**config.mk**
```make
export PLATFORM = sky130hd
export DESIGN_NAME = fetch_unit
export DESIGN_NICKNAME = d
export VERILOG_FILES = /design/src/rtl/fetch_unit.sv
export SDC_FILE = /design/constraint.sdc
export NUM_CORES = 1
export LEC_CHECK = 0
export BUFFER_PORTS_ARGS = -buffer_cell sky130_fd_sc_hd__buf_2
export CAP_MARGIN = 0
export CORE_UTILIZATION = 27
export DETAILED_ROUTE_END_ITERATION = 12
export GPL_ROUTABILITY_DRIVEN = 0
export GPL_TIMING_DRIVEN = 0
export HOLD_SLACK_MARGIN = 0.03
export PLACE_DENSITY = 0.44
export SLEW_MARGIN = 40
export SYNTH_ARGS = -nofsm -noshare
export SYNTH_HDL_FRONTEND = slang
export SYNTH_SLANG_ARGS = --single-unit
```
**constraint.sdc**
```tcl
create_clock -name clk -period 2.3 [get_ports clk]
set_clock_uncertainty 0.2 [all_clocks]
set_input_delay 0.345 -clock clk [delete_from_list [all_inputs] [get_ports clk]]
set_output_delay 0.345 -clock clk [all_outputs]
set_load 0.01 [all_outputs]
```
**src/rtl/fetch_unit.sv**
```systemverilog
`default_nettype none
// ============================================================================
// Module      : fetch_unit
// Description : Instruction-fetch stage. Owns the PC, issues req/ack reads to
//               instruction memory and drives the IF/ID register, with a
//               one-entry skid buffer for decode stalls and redirect flushing.
// Revision    : 1.0 - initial release
// ============================================================================
module fetch_unit #(
    parameter logic [31:0] RESET_PC = 32'h0000_0000
) (
    input  logic        clk,
    input  logic        reset_n,
    output logic        imem_req,
    output logic [31:0] imem_addr,
    input  logic        imem_ack,
    input  logic [31:0] imem_rdata,
    input  logic        stall,
    input  logic        redirect,
    input  logic [31:0] redirect_pc,
    output logic        if_valid,
    output logic [31:0] if_instr,
    output logic [31:0] if_pc,
    output logic [31:0] if_pcplus4
);

    localparam logic [1:0] c_st_fetch = 2'd0;
    localparam logic [1:0] c_st_hold  = 2'd1;
    localparam logic [1:0] c_st_drop  = 2'd2;

    logic [1:0]  r_state, w_state_nx;
    logic        r_started;
    logic [31:0] r_pc, w_pc_nx;
    logic [31:0] r_drop_addr, w_drop_addr_nx;
    logic [31:0] r_skid_instr, w_skid_instr_nx;
    logic [31:0] r_skid_pc, w_skid_pc_nx;
    logic        r_if_valid, w_if_valid_nx;
    logic [31:0] r_if_instr, w_if_instr_nx;
    logic [31:0] r_if_pc, w_if_pc_nx;
    logic [31:0] r_if_pcplus4, w_if_pcplus4_nx;

    logic        w_req;
    logic        w_ack;
    logic        w_accept;
    logic [31:0] w_target;
    logic [31:0] w_pc_plus4;

    // Request is held low until the first edge after reset release.
    assign w_req      = r_started && (r_state != c_st_hold);
    assign w_ack      = imem_ack && w_req;
    assign w_accept   = !stall || !r_if_valid;
    assign w_target   = redirect_pc & 32'hFFFF_FFFC;
    assign w_pc_plus4 = r_pc + 32'd4;

    assign imem_req   = w_req;
    assign imem_addr  = (r_state == c_st_drop) ? r_drop_addr : r_pc;
    assign if_valid   = r_if_valid;
    assign if_instr   = r_if_instr;
    assign if_pc      = r_if_pc;
    assign if_pcplus4 = r_if_pcplus4;

    always_comb begin
        w_state_nx       = r_state;
        w_pc_nx          = r_pc;
        w_drop_addr_nx   = r_drop_addr;
        w_skid_instr_nx  = r_skid_instr;
        w_skid_pc_nx     = r_skid_pc;
        w_if_valid_nx    = r_if_valid;
        w_if_instr_nx    = r_if_instr;
        w_if_pc_nx       = r_if_pc;
        w_if_pcplus4_nx  = r_if_pcplus4;

        if (redirect) begin
            w_if_valid_nx = 1'b0;
            w_if_instr_nx = 32'h0;
            w_pc_nx       = w_target;
            case (r_state)
                c_st_fetch: begin
                    // An unanswered request must still be retired before refetching.
                    if (w_req && !w_ack) begin
                        w_state_nx     = c_st_drop;
                        w_drop_addr_nx = r_pc;
                    end
                end
                c_st_hold: w_state_nx = c_st_fetch;
                c_st_drop: if (w_ack) w_state_nx = c_st_fetch;
                default:   w_state_nx = c_st_fetch;
            endcase
        end else begin
            case (r_state)
                c_st_fetch: begin
                    if (w_ack) begin
                        w_pc_nx = w_pc_plus4;
                        if (w_accept) begin
                            w_if_valid_nx   = 1'b1;
                            w_if_instr_nx   = imem_rdata;
                            w_if_pc_nx      = r_pc;
                            w_if_pcplus4_nx = w_pc_plus4;
                        end else begin
                            w_skid_instr_nx = imem_rdata;
                            w_skid_pc_nx    = r_pc;
                            w_state_nx      = c_st_hold;
                        end
                    end else if (!stall) begin
                        w_if_valid_nx = 1'b0;
                        w_if_instr_nx = 32'h0;
                    end
                end
                c_st_hold: begin
                    if (!stall) begin
                        w_if_valid_nx   = 1'b1;
                        w_if_instr_nx   = r_skid_instr;
                        w_if_pc_nx      = r_skid_pc;
                        w_if_pcplus4_nx = r_skid_pc + 32'd4;
                        w_state_nx      = c_st_fetch;
                    end
                end
                c_st_drop: if (w_ack) w_state_nx = c_st_fetch;
                default:   w_state_nx = c_st_fetch;
            endcase
        end
    end

    always_ff @(posedge clk or negedge reset_n) begin
        if (!reset_n) begin
            r_state      <= c_st_fetch;
            r_started    <= 1'b0;
            r_pc         <= RESET_PC;
            r_drop_addr  <= 32'h0;
            r_skid_instr <= 32'h0;
            r_skid_pc    <= 32'h0;
            r_if_valid   <= 1'b0;
            r_if_instr   <= 32'h0;
            r_if_pc      <= 32'h0;
            r_if_pcplus4 <= 32'h0;
        end else begin
            r_state      <= w_state_nx;
            r_started    <= 1'b1;
            r_pc         <= w_pc_nx;
            r_drop_addr  <= w_drop_addr_nx;
            r_skid_instr <= w_skid_instr_nx;
            r_skid_pc    <= w_skid_pc_nx;
            r_if_valid   <= w_if_valid_nx;
            r_if_instr   <= w_if_instr_nx;
            r_if_pc      <= w_if_pc_nx;
            r_if_pcplus4 <= w_if_pcplus4_nx;
        end
    end

endmodule
`default_nettype wire

```
==> Word level (Yosys, flattened, before mapping) <==
Cells that the tools add are included.
{ "word_totals": {"output_inout_bits": 130, "regBits": 228, "rom_bits": 0, "latch_bits": 0, "elab_cells": 76, "ram_bits": 0, "mem_count": 0} }
{ "op_classes": {"n_bitwise": 2, "eq_ne": 12, "addsub": 2, "magnitude_cmp": 0, "multipliers": 0, "reduce_logical": 18, "n_shift": 0, "div": 0, "mux": 32} }
{ "ops": {"columns": ["cell", "count"], "rows": [
  ["32-bit two-way mux", 15],
  ["32-bit one-hot mux with 2 select lines", 3],
  ["32-bit by 3-bit adder with 32-bit output, second input constant", 2],
  ["2-bit two-way mux", 6],
  ["3-bit inequality test, second input constant", 4],
  ["4-bit AND reduction", 3],
  ["4-bit inequality test, second input constant", 2],
  ["2-bit inequality test, second input constant", 3],
  ["2-bit one-hot mux with 3 select lines", 1],
  ["2-bit nonzero test", 3],
  ["1-bit two-way mux", 5],
  ["5-bit AND reduction", 1],
  ["2-bit one-hot mux with 2 select lines", 1],
  ["1-bit logical AND", 3],
  ["1-bit logical NOT", 3],
  ["3-bit AND reduction", 1],
  ["3-bit nonzero test", 1],
  ["2-bit by 1-bit equality test with 1-bit output, second input constant", 1],
  ["2-bit equality test, second input constant", 1],
  ["2-bit logical NOT", 1],
  ["2-bit by 1-bit inequality test with 1-bit output, second input constant", 1],
  ["1-bit inverter", 2],
  ["1-bit one-hot mux with 2 select lines", 1],
  ["2-bit AND reduction", 1],
  ["1-bit logical OR", 1]
]} }

==> Longest topological paths before layout <==
{ "depth": {"ltp_word": 8, "ltp_mapped": 8, "mapped_depth_nobuf": 6} }

==> Worst setup path after synthesis <==
Ideal clock, no wire load.
{ "synth_path": {"path_kind": "flip-flop to flip-flop", "start": "register r_skid_pc[3]", "end": "register r_if_pcplus4[24] (netlist: if_pcplus4[24])", "t_required_ns": 2.034, "setup_slack_ns": -0.112, "path_stages_with_launch": 9, "path_buffers": 2, "t_arrival_ns": 2.146, "setup_time_ns": 0.066, "path_cell_list": "dfrtp_1 -> ha_1 -> clkbuf_1 -> nand3_1 -> or4_1 -> buf_2 -> or4_1 -> a21oi_1 -> a221o_1"} }
{ "synth_between": {"elab_chain_len": 3} }
{ "synth_lines": {"columns": ["item", "line_no", "source"], "rows": [
  ["from (decl)", "36", "logic [31:0] r_skid_pc, w_skid_pc_nx;"],
  ["from (signal assigned)", "142", "r_skid_pc <= w_skid_pc_nx;"],
  ["32-bit by 3-bit adder with 32-bit output", "114", "w_if_pcplus4_nx = r_skid_pc + 32'd4;"],
  ["32-bit two-way mux", "110", "if (!stall) begin"],
  ["32-bit one-hot mux with 2 select lines", "90", "case (r_state)"],
  ["to (signal assigned)", "146", "r_if_pcplus4 <= w_if_pcplus4_nx;"],
  ["to (decl)", "40", "logic [31:0] r_if_pcplus4, w_if_pcplus4_nx;"]
]} }
Every way passes these cells. The select of a mux whose other input is x is not followed.
A chain may end at the register's enable or synchronous reset.

==> Worst setup path after layout <==
{ "layout_path": {"start": "register r_state[0]", "end": "output imem_addr[17]"} }
{ "layout_between": {"elab_chain_len": 2} }
{ "layout_lines": {"columns": ["item", "line_no", "source"], "rows": [
  ["from (decl)", "31", "logic [1:0] r_state, w_state_nx;"],
  ["from (signal assigned)", "126", "r_state <= c_st_fetch;"],
  ["from (signal assigned)", "137", "r_state <= w_state_nx;"],
  ["2-bit equality test", "56", "assign imem_addr = (r_state == c_st_drop) ? r_drop_addr : r_pc;"],
  ["32-bit two-way mux", "56", null],
  ["to (decl)", "15", "output logic [31:0] imem_addr,"]
]} }
Every way passes these cells.

==> results.sh <==
export IMPL_run_status="finished, violations left"
export IMPL_violations="negative setup slack"
export IMPL_drv_cap=0
export IMPL_tightest_slew_ns=0.745
export IMPL_crit_path_start="r_state[0]"
export IMPL_drive_above_1_share=0.399
export IMPL_nNetsFinal=1479
export IMPL_setup_ws_ns=-0.173
export IMPL_wirelength_um=39900
export IMPL_antenna_found_initial=6
export IMPL_path_class="register to output pin"
export IMPL_slew_viol_final=0
export IMPL_grt_pass1_vias=9724
export IMPL_via_per_inst=4.85
export IMPL_grt_pass1_wl_um=59000
export IMPL_htree_num_levels=1
export IMPL_io_pins=199
export IMPL_ant_nets=0
export IMPL_ys_warnings_count=0
export IMPL_cts_buffer_depth=3
export IMPL_grt_busiest_layer="met2"
export IMPL_endpoint="imem_addr[17]"
export IMPL_dpl_cell_count=1806
export IMPL_grtUsageMet1=0.239
export IMPL_worstSkewPairLatency_ns=0.53
export IMPL_ys_flop_type="dfrtp_1"
export IMPL_pre_cts_ws_ns=-0.814
export IMPL_core_area_mm2=0.0401
export IMPL_globalRouteMet2Util=0.300
export IMPL_clk_pin_slew_ns=0.06
export IMPL_power_internal_w=0.00841
export IMPL_slew_headroom=0.503
export IMPL_grtUsageMet3=0.0455
export IMPL_cts_made_buffers=27
export IMPL_instances_no_fill=1951
export IMPL_r2r_cells=7
export IMPL_die_w_um=205
export IMPL_switching_power_w=0.00351
export IMPL_fin_crit_sh=1.08
export IMPL_dieArea_mm2=0.0418
export IMPL_track_usage=0.184
export IMPL_powerDensity_mw_per_mm2=755
export IMPL_tritoncts="built"
export IMPL_cts_sinks=218
export IMPL_synth_edff_count=0
export IMPL_placedInstanceArea_mm2=0.0128
export IMPL_synth_cell_types=50
export IMPL_hpwl_um=27500
export IMPL_syn_area_per_cell_um2=10.2
export IMPL_setup_worst_path_start_class="register"
export IMPL_start_util=0.276
export IMPL_ir_drop_uv=519
export IMPL_endpoint_kind="output pin"
export IMPL_drc=0
export IMPL_ctsRootBufferMaster="clkbuf_16"
export IMPL_stdcell_area_mm2=0.0158
export IMPL_r2r_start="r_state[0]"
export IMPL_drtIter0Drc=501
export IMPL_wl_per_cell_um=20.4
export IMPL_gr_total_overflow=0
export IMPL_rr_endpoint="if_pcplus4[18]"
export IMPL_p_clk_frac=0.341
export IMPL_syn2layout_area_growth_pct=42.5
export IMPL_holdWs_ns=0.0877
export IMPL_vias=9469
export IMPL_p_sw_frac=0.295
export IMPL_synth_seq_cells=218
export IMPL_synth_area_mm2=0.0111
export IMPL_worstHoldPathCells=3
export IMPL_die_height_um=205
export IMPL_async_flop_share=1.00
export IMPL_cp_required_ns=1.75
export IMPL_ys_seq_area_frac=0.493
export IMPL_cp_max_fo=8
export IMPL_holdCritPathClass="primary input to register"
export IMPL_port_buffer_count=189
export IMPL_pwr_share_seq=0.419
export IMPL_dr_pass1_iters=5
export IMPL_std_cell_rows=73
export IMPL_rsz0062_at_grt="yes"
export IMPL_p_comb_frac=0.240
export IMPL_fin_crit_ns=2.47
export IMPL_worst_ep_arrival_time_ns=1.93
export IMPL_power_leakage_nw=7.21
export IMPL_setup_viol_count_final=35
export IMPL_hold_viol_final=0
export IMPL_synth_cells=1084
export IMPL_reg2reg_slack_ns=-0.07
export IMPL_fmax_ghz=0.404
export IMPL_grt_max_degree=69
worst min path at each step:
stage	endpoint	slack [ns]	start
6_report	r_state[0]	0.09	stall
3_5_place_dp	if_instr[9]	0.11	reset_n
5_1_grt	r_state[0]	0.08	stall
3_3_place_gp	if_pcplus4[16]	0.26	if_pcplus4[16]
4_1_cts	r_state[0]	0.04	stall
2_1_floorplan	if_instr[0]	-0.15	reset_n
sequential cells by signal, indices dropped and copies added, names as in the netlist:
signal,count
r_drop_addr,30
if_pc,30
if_valid,1
r_skid_instr,32
r_state,2
if_instr,32
r_pc,30
if_pcplus4,30
r_skid_pc,30
r_started,1
repair_timing:
item	CTS	global route
endpoints found under the hold margin	309	0
setup buffers	22	30
gates resized for setup	202	114
endpoints found under the setup margin	220	191
hold buffers	63	0
pin swaps	11	8
gates cloned	3	6
power groups by stage:
stage          Combinational, W  Sequential (W)  Clock [W]
2_1_floorplan           0.00120         0.00501          0
3_3_place_gp            0.00231         0.00496          0
3_5_place_dp            0.00235         0.00497          0
4_1_cts                 0.00276         0.00499    0.00420
5_1_grt                 0.00311         0.00508    0.00433
6_report                0.00286         0.00499    0.00407
layout by cell type (no fill, tap or decap), drive strengths merged, types with 7 or more instances in the layout:
cell type,n
or4,8
nand3,31
o21ai,60
nand2,140
a31oi,27
clkbuf,93
mux2,149
nand4,28
a21oi,16
a22oi,33
buf,281
dfrtp,218
nor3,16
conb,7
xor2,34
dlygate4sd3,63
and3,14
xnor2,39
nor2,82
mux2i,8
nor4,13
per-layer routing:
layer | wire (um) | part of all wire
met1 | 17400 | 0.44
met2 | 18900 | 0.47
met3 | 2470 | 0.062
met4 | 1080 | 0.027
met5 | 34 | 0.00085
layout make-up:
type | count | area [um^2]
Antenna cell | 2 | 5.00
Buffer | 85 | 711
Clock buffer | 41 | 778
Clock inverter | 4 | 47.5
Fill cell | 4017 | 24300
Inverter | 6 | 22.5
Multi-Input combinational cell | 758 | 5630
Sequential cell | 218 | 5480
Tap cell | 525 | 657
Timing Repair Buffer | 312 | 2450
metrics by stage:
step                      TNS (ns)  power [W]   util
final                        -3.90     0.0119  0.394
after global routing         -6.49     0.0125  0.394
after CTS                    -6.98     0.0119  0.378
after detailed placement   -101.33    0.00732  0.320
after global placement     -879.13    0.00726  0.317
after floorplan            -0.0190    0.00622      -
critical path, cell delays in order (launching register included):
cell and delay, ns:
dfrtp_2 0.46, nor2b_4 0.15, buf_12 0.16, clkbuf_16 0.16, mux2_4 0.33, buf_6 0.13
cells in the mapped netlist, types with 3 or more instances:
| cell type | number | area share |
|---|---|---|
| a21oi_1 | 16 | 0.0072 |
| a221o_1 | 5 | 0.0045 |
| a22oi_1 | 33 | 0.022 |
| a31oi_1 | 27 | 0.015 |
| and2_1 | 3 | 0.0017 |
| and3_1 | 14 | 0.0079 |
| and4_1 | 6 | 0.0047 |
| buf_1 | 6 | 0.0020 |
| buf_2 | 19 | 0.0086 |
| buf_4 | 7 | 0.0047 |
| clkbuf_1 | 74 | 0.025 |
| dfrtp_1 | 218 | 0.49 |
| inv_1 | 6 | 0.0020 |
| mux2_2 | 149 | 0.15 |
| mux2i_1 | 8 | 0.0072 |
| nand2_1 | 139 | 0.047 |
| nand3_1 | 30 | 0.014 |
| nand4_1 | 28 | 0.016 |
| nor2_1 | 82 | 0.028 |
| nor2b_1 | 5 | 0.0028 |
| nor3_1 | 15 | 0.0068 |
| nor4_1 | 12 | 0.0068 |
| o211ai_1 | 3 | 0.0020 |
| o21a_1 | 3 | 0.0020 |
| o21ai_0 | 59 | 0.027 |
| o221ai_1 | 5 | 0.0040 |
| or3_1 | 6 | 0.0034 |
| or4_1 | 7 | 0.0047 |
| xnor2_1 | 39 | 0.031 |
| xor2_1 | 34 | 0.027 |
cell families after synthesis:
kind of cell	share of synthesized area
buffers and inverters	0.0445
xor gates and xnor gates	0.0577
DFF	0.493
other	0.000678
muxes	0.159
and+or+nand+nor	0.151
AOI/OAI and AO/OA	0.0921
adders and majority gates	0.00226
Note: power is estimated with default switching activity, not from simulation.
